[src/rtl/girl10_lock_param.sv]
// girl10 six-state Mealy controller locked by a time-multiplexed key schedule.
// The state advances only while the key bus matches the key of the current slot.
module girl10_lock_param #(
  parameter int                          NUM_KEYS     = 2,
  parameter int                          KEY_WIDTH    = 6,
  parameter int                          SLOT_LEN     = 6,
  parameter logic [NUM_KEYS*KEY_WIDTH-1:0] KEY_VALUES = {6'd50, 6'd61},
  parameter logic [NUM_KEYS*3-1:0]       DECOY_STATES = {3'd3, 3'd1},
  parameter int                          STICKY       = 0
) (
  input  logic                 clk,
  input  logic                 rst,
  input  logic [KEY_WIDTH-1:0] keyinput,
  input  logic                 x1,
  input  logic                 x2,
  input  logic                 x3,
  input  logic                 x4,
  input  logic                 x5,
  input  logic                 x6,
  input  logic                 x7,
  output logic                 y1,
  output logic                 y2,
  output logic                 y3,
  output logic                 y4,
  output logic                 y6,
  output logic                 y7,
  output logic                 y8,
  output logic                 y9,
  output logic                 y10
);

  localparam int CNT_W = (SLOT_LEN > 1) ? $clog2(SLOT_LEN) : 1;
  localparam int IDX_W = (NUM_KEYS > 1) ? $clog2(NUM_KEYS) : 1;

  typedef enum logic [2:0] {
    S_BAD0 = 3'd0, S1 = 3'd1, S2 = 3'd2, S3 = 3'd3,
    S4     = 3'd4, S5 = 3'd5, S6 = 3'd6, S_BAD7 = 3'd7
  } state_t;

  typedef struct packed {
    logic y1, y2, y3, y4, y6, y7, y8, y9, y10;
  } out_t;

  if (NUM_KEYS < 1 || NUM_KEYS > 8 || KEY_WIDTH < 1 || KEY_WIDTH > 32 ||
      SLOT_LEN < 1 || SLOT_LEN > 64 || STICKY < 0 || STICKY > 1) begin : g_bad_param
    $error("girl10_lock_param: parameter out of range");
  end

  for (genvar k = 0; k < NUM_KEYS; k++) begin : g_decoy_chk
    if (DECOY_STATES[k*3 +: 3] == 3'd0 || DECOY_STATES[k*3 +: 3] == 3'd7) begin : g_bad
      $error("girl10_lock_param: decoy state code must be 1..6");
    end
  end

  state_t             state_q, state_d, nx_state, cur_decoy;
  logic [CNT_W-1:0]   slot_cnt_q, slot_cnt_d;
  logic [IDX_W-1:0]   slot_idx_q, slot_idx_d;
  logic               corrupt_q, corrupt_d;
  logic [KEY_WIDTH-1:0] cur_key;
  logic               match, slot_last, idx_last;
  out_t               out;

  // NOTE: every always_comb output gets a default first so no path can infer a latch.
  always_comb begin
    cur_key   = '0;
    cur_decoy = S1;
    for (int k = 0; k < NUM_KEYS; k++) begin
      if (slot_idx_q == IDX_W'(k)) begin
        cur_key   = KEY_VALUES[k*KEY_WIDTH +: KEY_WIDTH];
        cur_decoy = state_t'(DECOY_STATES[k*3 +: 3]);
      end
    end
  end

  always_comb begin
    out      = '0;
    nx_state = S1;
    unique case (state_q)
      S1: begin
        if (x6)       begin out.y8 = 1'b1; out.y9 = 1'b1; nx_state = S2; end
        else if (!x7) begin out.y3 = 1'b1; out.y6 = 1'b1; out.y10 = 1'b1; nx_state = S3; end
        else          begin out.y6 = 1'b1; nx_state = S3; end
      end
      S2: begin
        if (x4 && x1) begin out.y1 = 1'b1; out.y2 = 1'b1; nx_state = S2; end
        else if (x4)  begin out.y3 = 1'b1; out.y4 = 1'b1; nx_state = S4; end
        else          begin out.y4 = 1'b1; nx_state = S5; end
      end
      S3: begin
        if (x1 && x2 && !x3) begin out.y6 = 1'b1; out.y7 = 1'b1; nx_state = S6; end
        else if (x1)         begin out.y1 = 1'b1; out.y3 = 1'b1; nx_state = S2; end
        else                 begin out.y4 = 1'b1; nx_state = S5; end
      end
      S4: begin
        if (x6) begin out.y6 = 1'b1; out.y7 = 1'b1; nx_state = S3; end
        else    begin out.y3 = 1'b1; out.y4 = 1'b1; nx_state = S4; end
      end
      S5: begin
        if (x5)      nx_state = S1;
        else if (x1) begin out.y8 = 1'b1; out.y9 = 1'b1; nx_state = S2; end
        else         begin out.y3 = 1'b1; out.y4 = 1'b1; nx_state = S4; end
      end
      S6: begin
        out.y3 = 1'b1; out.y4 = 1'b1; nx_state = S4;
      end
      default: ;  // illegal codes: outputs stay 0, recover to s1
    endcase
  end

  // Key and decoy are taken from the slot active before this edge.
  always_comb begin
    match      = (keyinput == cur_key);
    state_d    = (match && !corrupt_q) ? nx_state : cur_decoy;
    corrupt_d  = (STICKY != 0) && (corrupt_q || !match);
    slot_last  = (slot_cnt_q == CNT_W'(SLOT_LEN - 1));
    idx_last   = (slot_idx_q == IDX_W'(NUM_KEYS - 1));
    slot_cnt_d = slot_last ? '0 : slot_cnt_q + CNT_W'(1);
    slot_idx_d = slot_idx_q;
    if (slot_last) slot_idx_d = idx_last ? '0 : slot_idx_q + IDX_W'(1);
  end

  // NOTE: sequential state uses non-blocking assignments so all registers see pre-edge values.
  always_ff @(negedge clk) begin
    if (!rst) begin
      state_q    <= S1;
      slot_cnt_q <= '0;
      slot_idx_q <= '0;
      corrupt_q  <= 1'b0;
    end else begin
      state_q    <= state_d;
      slot_cnt_q <= slot_cnt_d;
      slot_idx_q <= slot_idx_d;
      corrupt_q  <= corrupt_d;
    end
  end

  assign y1  = out.y1;
  assign y2  = out.y2;
  assign y3  = out.y3;
  assign y4  = out.y4;
  assign y6  = out.y6;
  assign y7  = out.y7;
  assign y8  = out.y8;
  assign y9  = out.y9;
  assign y10 = out.y10;

endmodule

[config.mk]
export PLATFORM = sky130hd
export DESIGN_NAME = girl10_lock_param
export DESIGN_NICKNAME = d
export VERILOG_FILES = /design/src/rtl/girl10_lock_param.sv
export SDC_FILE = /design/constraint.sdc
export NUM_CORES = 1
export LEC_CHECK = 0
export CAP_MARGIN = 15
export CORE_MARGIN = 10
export CORE_UTILIZATION = 44
export CTS_CLUSTER_DIAMETER = 80
export CTS_CLUSTER_SIZE = 14
export DETAILED_ROUTE_END_ITERATION = 16
export PLACE_DENSITY = 0.82
export SETUP_SLACK_MARGIN = 0.05
export SYNTH_ARGS = -nofsm -noshare
export SYNTH_HDL_FRONTEND = slang
export SYNTH_SLANG_ARGS = --single-unit
[constraint.sdc]
create_clock -name clk -period 3 [get_ports clk]
set_clock_uncertainty 0.2 [all_clocks]
set_input_delay 0.6 -clock clk [delete_from_list [all_inputs] [get_ports clk]]
set_output_delay 0.6 -clock clk [all_outputs]
set_load 0.01 [all_outputs]
==> impl_metrics.env <==
export IMPL_postSynthCellCount=80
export IMPL_overflow=0
export IMPL_synthMuxAreaShare=0.03390
export IMPL_p_leak_nw=0.5640
export IMPL_drive_gt1_frac=0.5652
export IMPL_seq_area_frac_synth=0.2373
export IMPL_yosys_top_cells_area="dfxtp_1 24%, a21oi_1 5.1%, nand2_1 4.4%"
export IMPL_grt_max_degree=9
export IMPL_yosysWarnings=0
export IMPL_first_global_vias=983
export IMPL_wirelength_um=3446
export IMPL_worstSetupStartpointType="flop"
export IMPL_synth_seq_cells=7
export IMPL_rows=13
export IMPL_synth_edf_count=0
export IMPL_clkLatencyLatePin_ns=0.35
export IMPL_drcViolationCount=0
export IMPL_first_pass_iters=5
export IMPL_placed_cells=132
export IMPL_max_slew_margin=0.8134
export IMPL_yosys_area_share_simple=0.3559
export IMPL_whs_ns=0.3060
export IMPL_cts_tree="built"
export IMPL_worst_slack_ns=-0.7336
export IMPL_yosys_area_top_type="dfxtp_1"
export IMPL_synth_compound_area_share=0.2182
export IMPL_outcome="finished, violations left"
export IMPL_root_buffer="clkbuf_4"
export IMPL_htreeDepth=1
export IMPL_synthArstFlopShare=0
export IMPL_fp_dieW_um=56.64
export IMPL_reg2reg_from="state_q[0]$_SDFF_NN1_"
export IMPL_violations="negative setup slack"
export IMPL_syn_area_um2=590.6
export IMPL_grt_pass1_wl_um=4961
export IMPL_netlist_area_leader_share=0.2373
export IMPL_drv_cap=0
export IMPL_io_buffers=23
export IMPL_crit_fanout=8
export IMPL_antenna_cells=0
export IMPL_maxSlewViolCount=0
export IMPL_numCtsBuffers=3
export IMPL_syn_num_nets=97
export IMPL_nets=156
export IMPL_die_h_um=56.64
export IMPL_critPathKind="flop to output pin"
export IMPL_antenna_found_initial=0
export IMPL_final_instance_count_excl_fill=153
export IMPL_antenna_left=0
export IMPL_core_area_mm2=0.001285
export IMPL_syn_area_per_cell_um2=7.382
export IMPL_vias=968
export IMPL_grt_total_usage=0.1903
export IMPL_synth_top_family_by_area="simple AND/OR/NAND/NOR gates"
export IMPL_hold_class="flop to flop"
export IMPL_ios=24
export IMPL_gp_congestion=0.7603
export IMPL_cp_arrival_ns=2.93
export IMPL_drtIter0Drc=81
export IMPL_critPathRequiredTime_ns=2.20
export IMPL_ir_drop_mv=0.2962
export IMPL_wl_per_cell_um=22.52
export IMPL_hold_start="slot_cnt_q[0]$_SDFF_NP0_"
export IMPL_ys_flop_type="dfxtp_1"
export IMPL_start_util=0.4596
export IMPL_cts_clk_slew_worst_paths_ns=0.07
export IMPL_dpl_hpwl_um=1638
export IMPL_startpoint="state_q[2]$_SDFF_NN0_"
export IMPL_yosysUniqueCellTypes=33
export IMPL_yosys_area_share_adder=0.04237
export IMPL_cp_end_kind="output pin"
export IMPL_viasPerCell=6.327
export IMPL_dieArea_mm2=0.003208
export IMPL_synth_commonest_cells="7 x dfxtp_1, 7 x nand2_1, 7 x nor2_1, 6 x a21oi_1, 6 x inv_1"
export IMPL_tightestPinTransition_ns=0.2778
export IMPL_areaGrowthSynthToFinish_pct=109.3
export IMPL_powerDensity_mw_per_mm2=266.6
export IMPL_clock_sinks=7
export IMPL_finalHoldViolations=0
export IMPL_synth_xor_area_frac=0.01483
export IMPL_rsz0062_at_grt="yes"
export IMPL_cts_max_path_buffers=2
export IMPL_setup_violations=12
cells by family (layout without fill, tap and decap cells):
| family | Yosys count | count (layout) |
|---|---|---|
| flip-flops | 7 | 7 |
| AND/OR/NAND/NOR | 36 | 36 |
| XOR/XNOR | 1 | 1 |
| buffers and inverters | 13 | 71 |
| AO/OA/AOI/OAI | 19 | 19 |
| multiplexers | 2 | 2 |
| adder cells (fa/ha/maj) | 2 | 2 |
metrics by stage:
| stage | setup slack (ns) | power, mW | setup TNS, ns | utilization | area [um2] |
|---|---|---|---|---|---|
| after floorplan | -0.3086 | 0.1525 | -2.302 | - | 737.0 |
| after detailed placement | -0.7914 | 0.1941 | -9.008 | 0.8277 | 1064 |
| after global placement | -0.7481 | 0.1911 | -8.624 | 0.8277 | 1064 |
| after global routing | -0.7720 | 0.3386 | -6.462 | 0.9620 | 1236 |
| after CTS | -0.6203 | 0.3017 | -5.518 | 0.9221 | 1185 |
| final | -0.7336 | 0.3295 | -6.053 | 0.9620 | 1236 |
cell type report:
class                      count  area (um2)
multi-input combinational     60       550.5
timing repair buffer          55       444.2
sequential                     7       151.4
fill                          31       48.80
clock inverter                 8       30.03
clock buffer                   3       22.52
inverter                       5       18.77
tap                           15       18.77
critical path, stage by stage, from the launching register on:
cell and delay, ns:
dfxtp_4 0.42, nand2b_4 0.17, nor4_4 0.05, a31oi_2 0.21, nand2_2 0.11, buf_6 0.13
sequential cells by signal (all words and copies together), names as in the netlist:
signal      count
idx_last        1
state_q         3
slot_cnt_q      3
power breakdown:
| group | switching, mW | internal (mW) | leakage [nW] |
|---|---|---|---|
| clock | 0.0856 | 0.0609 | 0.0564 |
| combinational | 0.0408 | 0.0427 | 0.449 |
| sequential | 0.00459 | 0.0949 | 0.0586 |
| total | 0.131 | 0.199 | 0.564 |
timing repair:
item	in CTS	in global routing
buffers inserted	8	4
hold buffers	0	0
resized for setup	72	19
endpoints found under the setup margin	12	12
pin swaps	11	8
per-layer routing:
layer | GRT usage | wire length, um | vias up
li1 | - | - | 406
met1 | 0.1854 | 1152 | 428
met2 | 0.3323 | 1618 | 92
met3 | 0.06292 | 372 | 42
met4 | 0.1237 | 302 | 0
met5 | 0 | 0 | -
path summary, 6_finish.rpt:
check	endpoint	slack, ns	depth (start not counted)
setup / recovery	y3	-0.73	5
hold / removal	slot_cnt_q[0]$_SDFF_NP0_	0.31	1
setup reg to reg	state_q[0]$_SDFF_NN1_	1.27	8
hold reg to reg	slot_cnt_q[0]$_SDFF_NP0_	0.31	1
placed cells by master (no fill, tap or decap), types with 2 or more instances in the layout:
cell	count
dfxtp_4	3
buf_2	8
nor2b_1	2
nor2_1	5
nand3_1	4
buf_6	11
o22ai_4	2
dlygate4sd2_1	2
nand2_1	6
buf_4	26
a21oi_1	5
inv_1	13
dfxtp_1	4
clkbuf_4	3
clkdlybuf4s50_1	3
nand2b_4	2
o21a_1	2
clkbuf_2	3
ha_1	2
(Power assumes the default switching activity.)
